===== config.mk =====
export PLATFORM = sky130hd
export DESIGN_NAME = spi_master
export DESIGN_NICKNAME = d
export VERILOG_FILES = /design/src/rtl/spi_master.sv
export SDC_FILE = /design/constraint.sdc
export NUM_CORES = 1
export LEC_CHECK = 0
export CELL_PAD_IN_SITES_DETAIL_PLACEMENT = 1
export CELL_PAD_IN_SITES_GLOBAL_PLACEMENT = 1
export CORE_ASPECT_RATIO = 0.5
export CORE_MARGIN = 1
export CORE_UTILIZATION = 40
export CTS_BUF_LIST = sky130_fd_sc_hd__clkbuf_8
export DETAILED_ROUTE_END_ITERATION = 8
export GPL_ROUTABILITY_DRIVEN = 0
export GPL_TIMING_DRIVEN = 1
export PLACE_DENSITY = 0.79
export SYNTH_ARGS = -nofsm -noshare
export SYNTH_HDL_FRONTEND = slang
export SYNTH_SLANG_ARGS = --single-unit

===== constraint.sdc =====
create_clock -name clk -period 1.8 [get_ports clk]
set_input_delay 0.18 -clock clk [delete_from_list [all_inputs] [get_ports clk]]
set_output_delay 0.18 -clock clk [all_outputs]
set_load 0.02 [all_outputs]

===== src/rtl/spi_master.sv =====
// ---------------------------------------------------------------------------
// spi_master
//
// SPI bus master, mode 0 (CPOL=0, CPHA=0), MSB first. Drives SCK, SSEL and
// MOSI and samples MISO. Words are exchanged over a valid/ready interface. The
// per-word tx_last flag decides whether SSEL is released after the word or
// kept low so the next word continues the same message.
//
// Parameters
//   WIDTH        bits per word (>= 2)
//   HALF_PERIOD  clk cycles per SCK half-period (>= 1, >= 4 for our slave)
//
// Ports
//   clk       in   system clock, rising edge
//   resetn    in   asynchronous active-low reset
//   tx_data   in   word to send, sampled on accept
//   tx_valid  in   tx_data / tx_last valid
//   tx_last   in   release SSEL after this word
//   tx_ready  out  word accepted when tx_valid && tx_ready
//   rx_data   out  last received word, held until the next rx_valid
//   rx_valid  out  one-cycle pulse, rx_data updated
//   busy      out  high whenever the master is not idle
//   SCK       out  serial clock, idles low
//   SSEL      out  slave select, active low
//   MOSI      out  serial data out
//   MISO      in   serial data in
// ---------------------------------------------------------------------------
module spi_master #(
   parameter int WIDTH       = 8,
   parameter int HALF_PERIOD = 4
) (
   input  logic             clk,
   input  logic             resetn,
   input  logic [WIDTH-1:0] tx_data,
   input  logic             tx_valid,
   input  logic             tx_last,
   output logic             tx_ready,
   output logic [WIDTH-1:0] rx_data,
   output logic             rx_valid,
   output logic             busy,
   output logic             SCK,
   output logic             SSEL,
   output logic             MOSI,
   input  logic             MISO
);

   localparam int BW = (WIDTH > 1) ? $clog2(WIDTH) : 1;
   localparam int CW = (HALF_PERIOD > 1) ? $clog2(HALF_PERIOD) : 1;

   localparam logic [BW-1:0] BIT_LAST  = BW'(WIDTH - 1);
   localparam logic [CW-1:0] HP_LAST   = CW'(HALF_PERIOD - 1);
   // When a continuation word is accepted in WORD_END, that cycle already
   // counts as the first cycle of the SCK low phase, so the LEAD wait starts
   // one count in. This keeps every low phase exactly HALF_PERIOD cycles and
   // makes back-to-back words exactly 2*WIDTH*HALF_PERIOD cycles apart. With
   // HALF_PERIOD=1 there is nothing to shorten, so LEAD waits its full cycle.
   localparam logic [CW-1:0] HP_RESUME = (HALF_PERIOD > 1) ? CW'(1) : CW'(0);

   localparam logic [2:0] ST_IDLE     = 3'd0;
   localparam logic [2:0] ST_LEAD     = 3'd1;
   localparam logic [2:0] ST_HIGH     = 3'd2;
   localparam logic [2:0] ST_LOW      = 3'd3;
   localparam logic [2:0] ST_WORD_END = 3'd4;
   localparam logic [2:0] ST_TRAIL    = 3'd5;
   localparam logic [2:0] ST_GUARD    = 3'd6;

   logic [2:0]       state_q,     state_d;
   logic [CW-1:0]    hp_cnt_q,    hp_cnt_d;
   logic [BW-1:0]    bit_cnt_q,   bit_cnt_d;
   logic [WIDTH-1:0] tx_sr_q,     tx_sr_d;
   logic [WIDTH-1:0] rx_sr_q,     rx_sr_d;
   logic             last_q,      last_d;
   logic [WIDTH-1:0] rx_data_q,   rx_data_d;
   logic             rx_valid_q,  rx_valid_d;
   logic             sck_q,       sck_d;
   logic             ssel_q,      ssel_d;
   logic             mosi_q,      mosi_d;

   logic             hp_done;
   logic             accept;

   // Handshake: a word can be taken when idle, or between words of a
   // message that has not yet seen its last word. Forced low during reset.
   always_comb begin
      tx_ready = resetn &&
                 ((state_q == ST_IDLE) ||
                  ((state_q == ST_WORD_END) && !last_q));
   end

   assign accept  = tx_valid && tx_ready;
   assign hp_done = (hp_cnt_q == HP_LAST);

   // Next-state and datapath logic. All bus outputs are registered so that
   // SCK, SSEL and MOSI change only on clk edges and never glitch.
   always_comb begin
      state_d    = state_q;
      hp_cnt_d   = hp_cnt_q;
      bit_cnt_d  = bit_cnt_q;
      tx_sr_d    = tx_sr_q;
      rx_sr_d    = rx_sr_q;
      last_d     = last_q;
      rx_data_d  = rx_data_q;
      rx_valid_d = 1'b0;
      sck_d      = sck_q;
      ssel_d     = ssel_q;
      mosi_d     = mosi_q;

      case (state_q)
         ST_IDLE: begin
            sck_d  = 1'b0;
            ssel_d = 1'b1;
            if (accept) begin
               tx_sr_d   = tx_data;
               last_d    = tx_last;
               ssel_d    = 1'b0;
               mosi_d    = tx_data[WIDTH-1];
               bit_cnt_d = '0;
               hp_cnt_d  = '0;
               state_d   = ST_LEAD;
            end
         end

         // LEAD and LOW both end in a rising SCK edge with MISO captured on
         // that same clk edge.
         ST_LEAD, ST_LOW: begin
            if (hp_done) begin
               hp_cnt_d = '0;
               sck_d    = 1'b1;
               rx_sr_d  = {rx_sr_q[WIDTH-2:0], MISO};
               state_d  = ST_HIGH;
            end else begin
               hp_cnt_d = hp_cnt_q + CW'(1);
            end
         end

         ST_HIGH: begin
            if (hp_done) begin
               hp_cnt_d = '0;
               sck_d    = 1'b0;
               if (bit_cnt_q == BIT_LAST) begin
                  rx_data_d  = rx_sr_q;
                  rx_valid_d = 1'b1;
                  // A last word's WORD_END pass is merged into TRAIL: both
                  // hold SCK low, SSEL low and tx_ready low, and merging
                  // puts the SSEL rise exactly one half-period after the
                  // final falling edge.
                  state_d    = last_q ? ST_TRAIL : ST_WORD_END;
               end else begin
                  tx_sr_d   = {tx_sr_q[WIDTH-2:0], 1'b0};
                  mosi_d    = tx_sr_q[WIDTH-2];
                  bit_cnt_d = bit_cnt_q + BW'(1);
                  state_d   = ST_LOW;
               end
            end else begin
               hp_cnt_d = hp_cnt_q + CW'(1);
            end
         end

         // Waits indefinitely for the next word of the message; SSEL stays
         // low and MOSI keeps the last bit sent.
         ST_WORD_END: begin
            sck_d = 1'b0;
            if (accept) begin
               tx_sr_d   = tx_data;
               last_d    = tx_last;
               mosi_d    = tx_data[WIDTH-1];
               bit_cnt_d = '0;
               hp_cnt_d  = HP_RESUME;
               state_d   = ST_LEAD;
            end
         end

         ST_TRAIL: begin
            if (hp_done) begin
               hp_cnt_d = '0;
               ssel_d   = 1'b1;
               state_d  = ST_GUARD;
            end else begin
               hp_cnt_d = hp_cnt_q + CW'(1);
            end
         end

         // Minimum SSEL-high time before another message may start.
         ST_GUARD: begin
            if (hp_done) begin
               hp_cnt_d = '0;
               state_d  = ST_IDLE;
            end else begin
               hp_cnt_d = hp_cnt_q + CW'(1);
            end
         end

         default: begin
            hp_cnt_d = '0;
            sck_d    = 1'b0;
            ssel_d   = 1'b1;
            state_d  = ST_IDLE;
         end
      endcase
   end

   // State registers. Reset drops the bus to idle immediately and discards
   // any partially received word.
   always_ff @(posedge clk or negedge resetn) begin
      if (!resetn) begin
         state_q    <= ST_IDLE;
         hp_cnt_q   <= '0;
         bit_cnt_q  <= '0;
         tx_sr_q    <= '0;
         rx_sr_q    <= '0;
         last_q     <= 1'b0;
         rx_data_q  <= '0;
         rx_valid_q <= 1'b0;
         sck_q      <= 1'b0;
         ssel_q     <= 1'b1;
         mosi_q     <= 1'b0;
      end else begin
         state_q    <= state_d;
         hp_cnt_q   <= hp_cnt_d;
         bit_cnt_q  <= bit_cnt_d;
         tx_sr_q    <= tx_sr_d;
         rx_sr_q    <= rx_sr_d;
         last_q     <= last_d;
         rx_data_q  <= rx_data_d;
         rx_valid_q <= rx_valid_d;
         sck_q      <= sck_d;
         ssel_q     <= ssel_d;
         mosi_q     <= mosi_d;
      end
   end

   assign rx_data  = rx_data_q;
   assign rx_valid = rx_valid_q;
   assign busy     = (state_q != ST_IDLE);
   assign SCK      = sck_q;
   assign SSEL     = ssel_q;
   assign MOSI     = mosi_q;

endmodule


==> metrics.txt <==
layout cell share with drive strength beyond 1=34.3%; buffering stage count on the worst path with inverters included=1; Vias=1,141; Yosys cell types=35; Worst-Skew Late Latency=0.29 ns; area share of the largest cell type after synthesis=52.5%; CP Capture Type=flop; register clock-pin slew on the reported worst setup and hold paths=0.07 ns; Max-Slew Margin vs Limit=75.0%; drt pass-1 iters=3; Cell Int Power=2.34 mW; clock sink total=36; number of nets still failing antenna checks after routing=0; DRT iter0 DRCs=27; sequential area share after synthesis=54.0%; largest net degree at the start of global routing=29; DPL Wire Length=2520 um; post-detailed-routing wire length=3590 um; final global-route overflow total=0; max-slew violation total from the final report=0; total CTS buffers=5; final hold violation count=0; Critical Path, Cell by Cell=ha_1 > ha_2 > nor2_1 > a21oi_2 > nor2_4 > buf_12 > mux2_2; Mapped Nets=147; Synthesis Warnings=0; Critical Path Stages=7; layout filler cell count=403; highest fanout seen on the critical path=7; Longest Clk Path Bufs=2; total leakage power=0.996 nW; depth of the worst register-to-register path=7; root buf cell=clkbuf_8; worst voltage drop across the vdd grid=0.675 mV; leading cell type in the layout, fill and taps excluded=dfrtp_1; Layout area overhead=31.6%; critical path data required time=1.98 ns; worst flop-to-flop path endpoint=tx_sr_q[4]$_DFFE_PN0P_; Min-Delay Path Class=primary input to asynchronous set/reset pin; Synth Cell Area=0.00167 mm^2; Routed WL per cell=15.9 um; xor-xnor portion of the synthesized cell area=0%; highest-count cells in the layout ignoring fill and taps=34 x dfrtp_1, 26 x mux2_2, 23 x clkdlybuf4s50_1; Core Util, Final=55.7%; main combinational cell family by area after synthesis=multiplexers; area used by multi-input combinational logic=748 um^2; CP max stage delay=0.39 ns; FP Rows=16; number of buffers inserted by port buffering=26; DRC=0; initial antenna violation count=0; mux contribution to synthesized area=22.2%; Worst R2R Start=bit_cnt_q[0]$_DFFE_PN0P_; switching pwr=1.15 mW; dominant cell type by area after synthesis=dfrtp_1; setup tns final=0 ns; gr usage total=17.2%; Worst Clk Skew=0.00534 ns; setup repair after global routing missed its margin=false; Die ar.=0.00445 mm^2; I/O Pins=27; kind of launch point of the worst setup path=flop; power per cell area=1590 mW/mm^2; status=completed; minimum setup slack among reg-to-reg paths=0.07 ns; core outline area=0.00394 mm^2; overall die width=93.4 um; slew at the pin closest to its max-slew limit=0.374 ns; number of H-tree levels=2; Data arrival, critical path=1.91 ns; Final #Nets=187; vias in the first global route=1,159; cell count after synthesis=131; clock period minus worst slack=1.73 ns; maximum clock frequency=0.576 GHz; simple logic cell fraction of the synthesized area=8.55%; critical path class=flop to flop; clock tree from TritonCTS=yes; final count of negative-setup-slack endpoints=0; Synth Area in Adders=2.25%; initial cell density of the core=42.3%; Synth Register Bits=36; Avg Inst Size Synth=12.7 um^2; FF+latch area=903 um^2; net switching fraction of the power=33.0%; share of the synthesized area in compound gates (AO/OA/AOI/OAI)=10.3%; CP delay by family, top=adder cells; DIE HEIGHT=47.7 um; Logic pwr share=42.5%; max capacitance violation total=0; sequential fraction of design power=37.7%; wire length of the first global-routing pass=5590 um; part of the total power dissipated in the clock network=19.8%; final worst path period share=96.4%; # diodes=0; cell at the slowest stage of the critical path=dfrtp_1; post-detailed-route via-to-cell ratio=5.05; cell types with the largest area share after synthesis=dfrtp_1 52%, mux2_2 22%, o21ai_0 2.7%
==> Yosys cell counts <==
library cell / count
nor2_4: 1
nor2b_2: 1
buf_6: 1
o32ai_1: 1
nor2b_1: 2
mux2i_1: 1
nor2_2: 1
nand2b_1: 1
inv_1: 5
dfstp_2: 1
o22ai_1: 1
or2_1: 1
buf_2: 2
and3_1: 1
and4_1: 1
a22oi_1: 1
nand3_1: 1
a21oi_1: 3
o21ai_0: 9
a21oi_2: 1
ha_1: 3
clkbuf_1: 1
o21a_1: 1
or3b_1: 1
a211oi_1: 1
mux2_2: 32
a31oi_4: 1
nand3_2: 1
nor2_1: 3
dfrtp_1: 35
a31oi_1: 1
a22o_1: 1
nand3b_1: 1
nand2_1: 9
o31ai_1: 4
==> layer usage <==
layer  GRT usage, %  routed length [um]  up-vias
met5              0                   0        -
met4           5.54                  47        0
met3           4.76                  86        5
met2           30.4                1780       10
met1           21.5                1680      579
li1               -                   -      547
==> worst max-delay path by stage <==
stage,to,from
floorplan,MOSI$_DFFE_PN0P_,bit_cnt_q[0]$_DFFE_PN0P_
detailed placement,MOSI$_DFFE_PN0P_,bit_cnt_q[0]$_DFFE_PN0P_
CTS,tx_ready,resetn
finish,tx_sr_q[4]$_DFFE_PN0P_,bit_cnt_q[0]$_DFFE_PN0P_
global route,tx_sr_q[4]$_DFFE_PN0P_,bit_cnt_q[0]$_DFFE_PN0P_
global placement,MOSI$_DFFE_PN0P_,bit_cnt_q[0]$_DFFE_PN0P_
==> cell families after synthesis <==
family | Yosys count
buffers and inverters | 9
multiplexers | 33
adder cells (fa/ha/maj) | 3
flip-flops | 36
AO/OA/AOI/OAI | 25
AND/OR/NAND/NOR | 25
==> worst reg2reg max path: stages, from the launching register on <==
cell and delay, ns:
dfrtp_1 0.39, ha_1 0.22, ha_2 0.18, nor2_1 0.13, a21oi_2 0.10, nor2_4 0.14
buf_12 0.14, mux2_2 0.33
==> state kept, by name (all words and copies together), names as in the netlist, 2 cells and up <==
| register | count |
|---|---|
| state_q | 3 |
| rx_sr_q | 8 |
| tx_sr_q | 7 |
| rx_data | 8 |
| hp_cnt_q | 2 |
| bit_cnt_q | 3 |
==> final cells by class <==
class | count | area share, %
flip-flops and latches | 36 | 41.1
multi-input cells | 86 | 34.1
repair buffers | 37 | 16.0
clock buffers | 5 | 3.13
well taps | 54 | 3.08
clock inverters | 3 | 1.77
inverters | 5 | 0.855
==> power groups by stage <==
stage	Combinational [mW]	Clock [mW]	Sequential (mW)
4_1_cts	1.34	0.715	1.31
3_5_place_dp	1.33	0	1.33
3_3_place_gp	1.26	0	1.31
5_1_grt	1.62	0.739	1.36
2_1_floorplan	0.834	0	1.35
6_report	1.49	0.692	1.32
==> metrics by stage <==
step	cells	hold WS (ns)	power (mW)	setup WS, ns	cell area [um^2]
after floorplan	131	-0.116	2.18	0.134	1670
after CTS	224	0.300	3.37	0.0567	2140
after global routing	226	0.325	3.72	0.00800	2200
final	226	0.299	3.50	0.0653	2200
after global placement	215	0.0712	2.57	0.155	2030
after detailed placement	215	0.0787	2.66	0.0788	2030
==> timing repair <==
action                                  4_1_cts  5_1_grt
resized for setup                             3        7
endpoints found under the hold margin         7        0
pin swaps                                     0        2
endpoints found under the setup margin        2        4
hold buffers                                  1        0
setup buffers                                 0        2
Power figures use the tool's default switching activity.
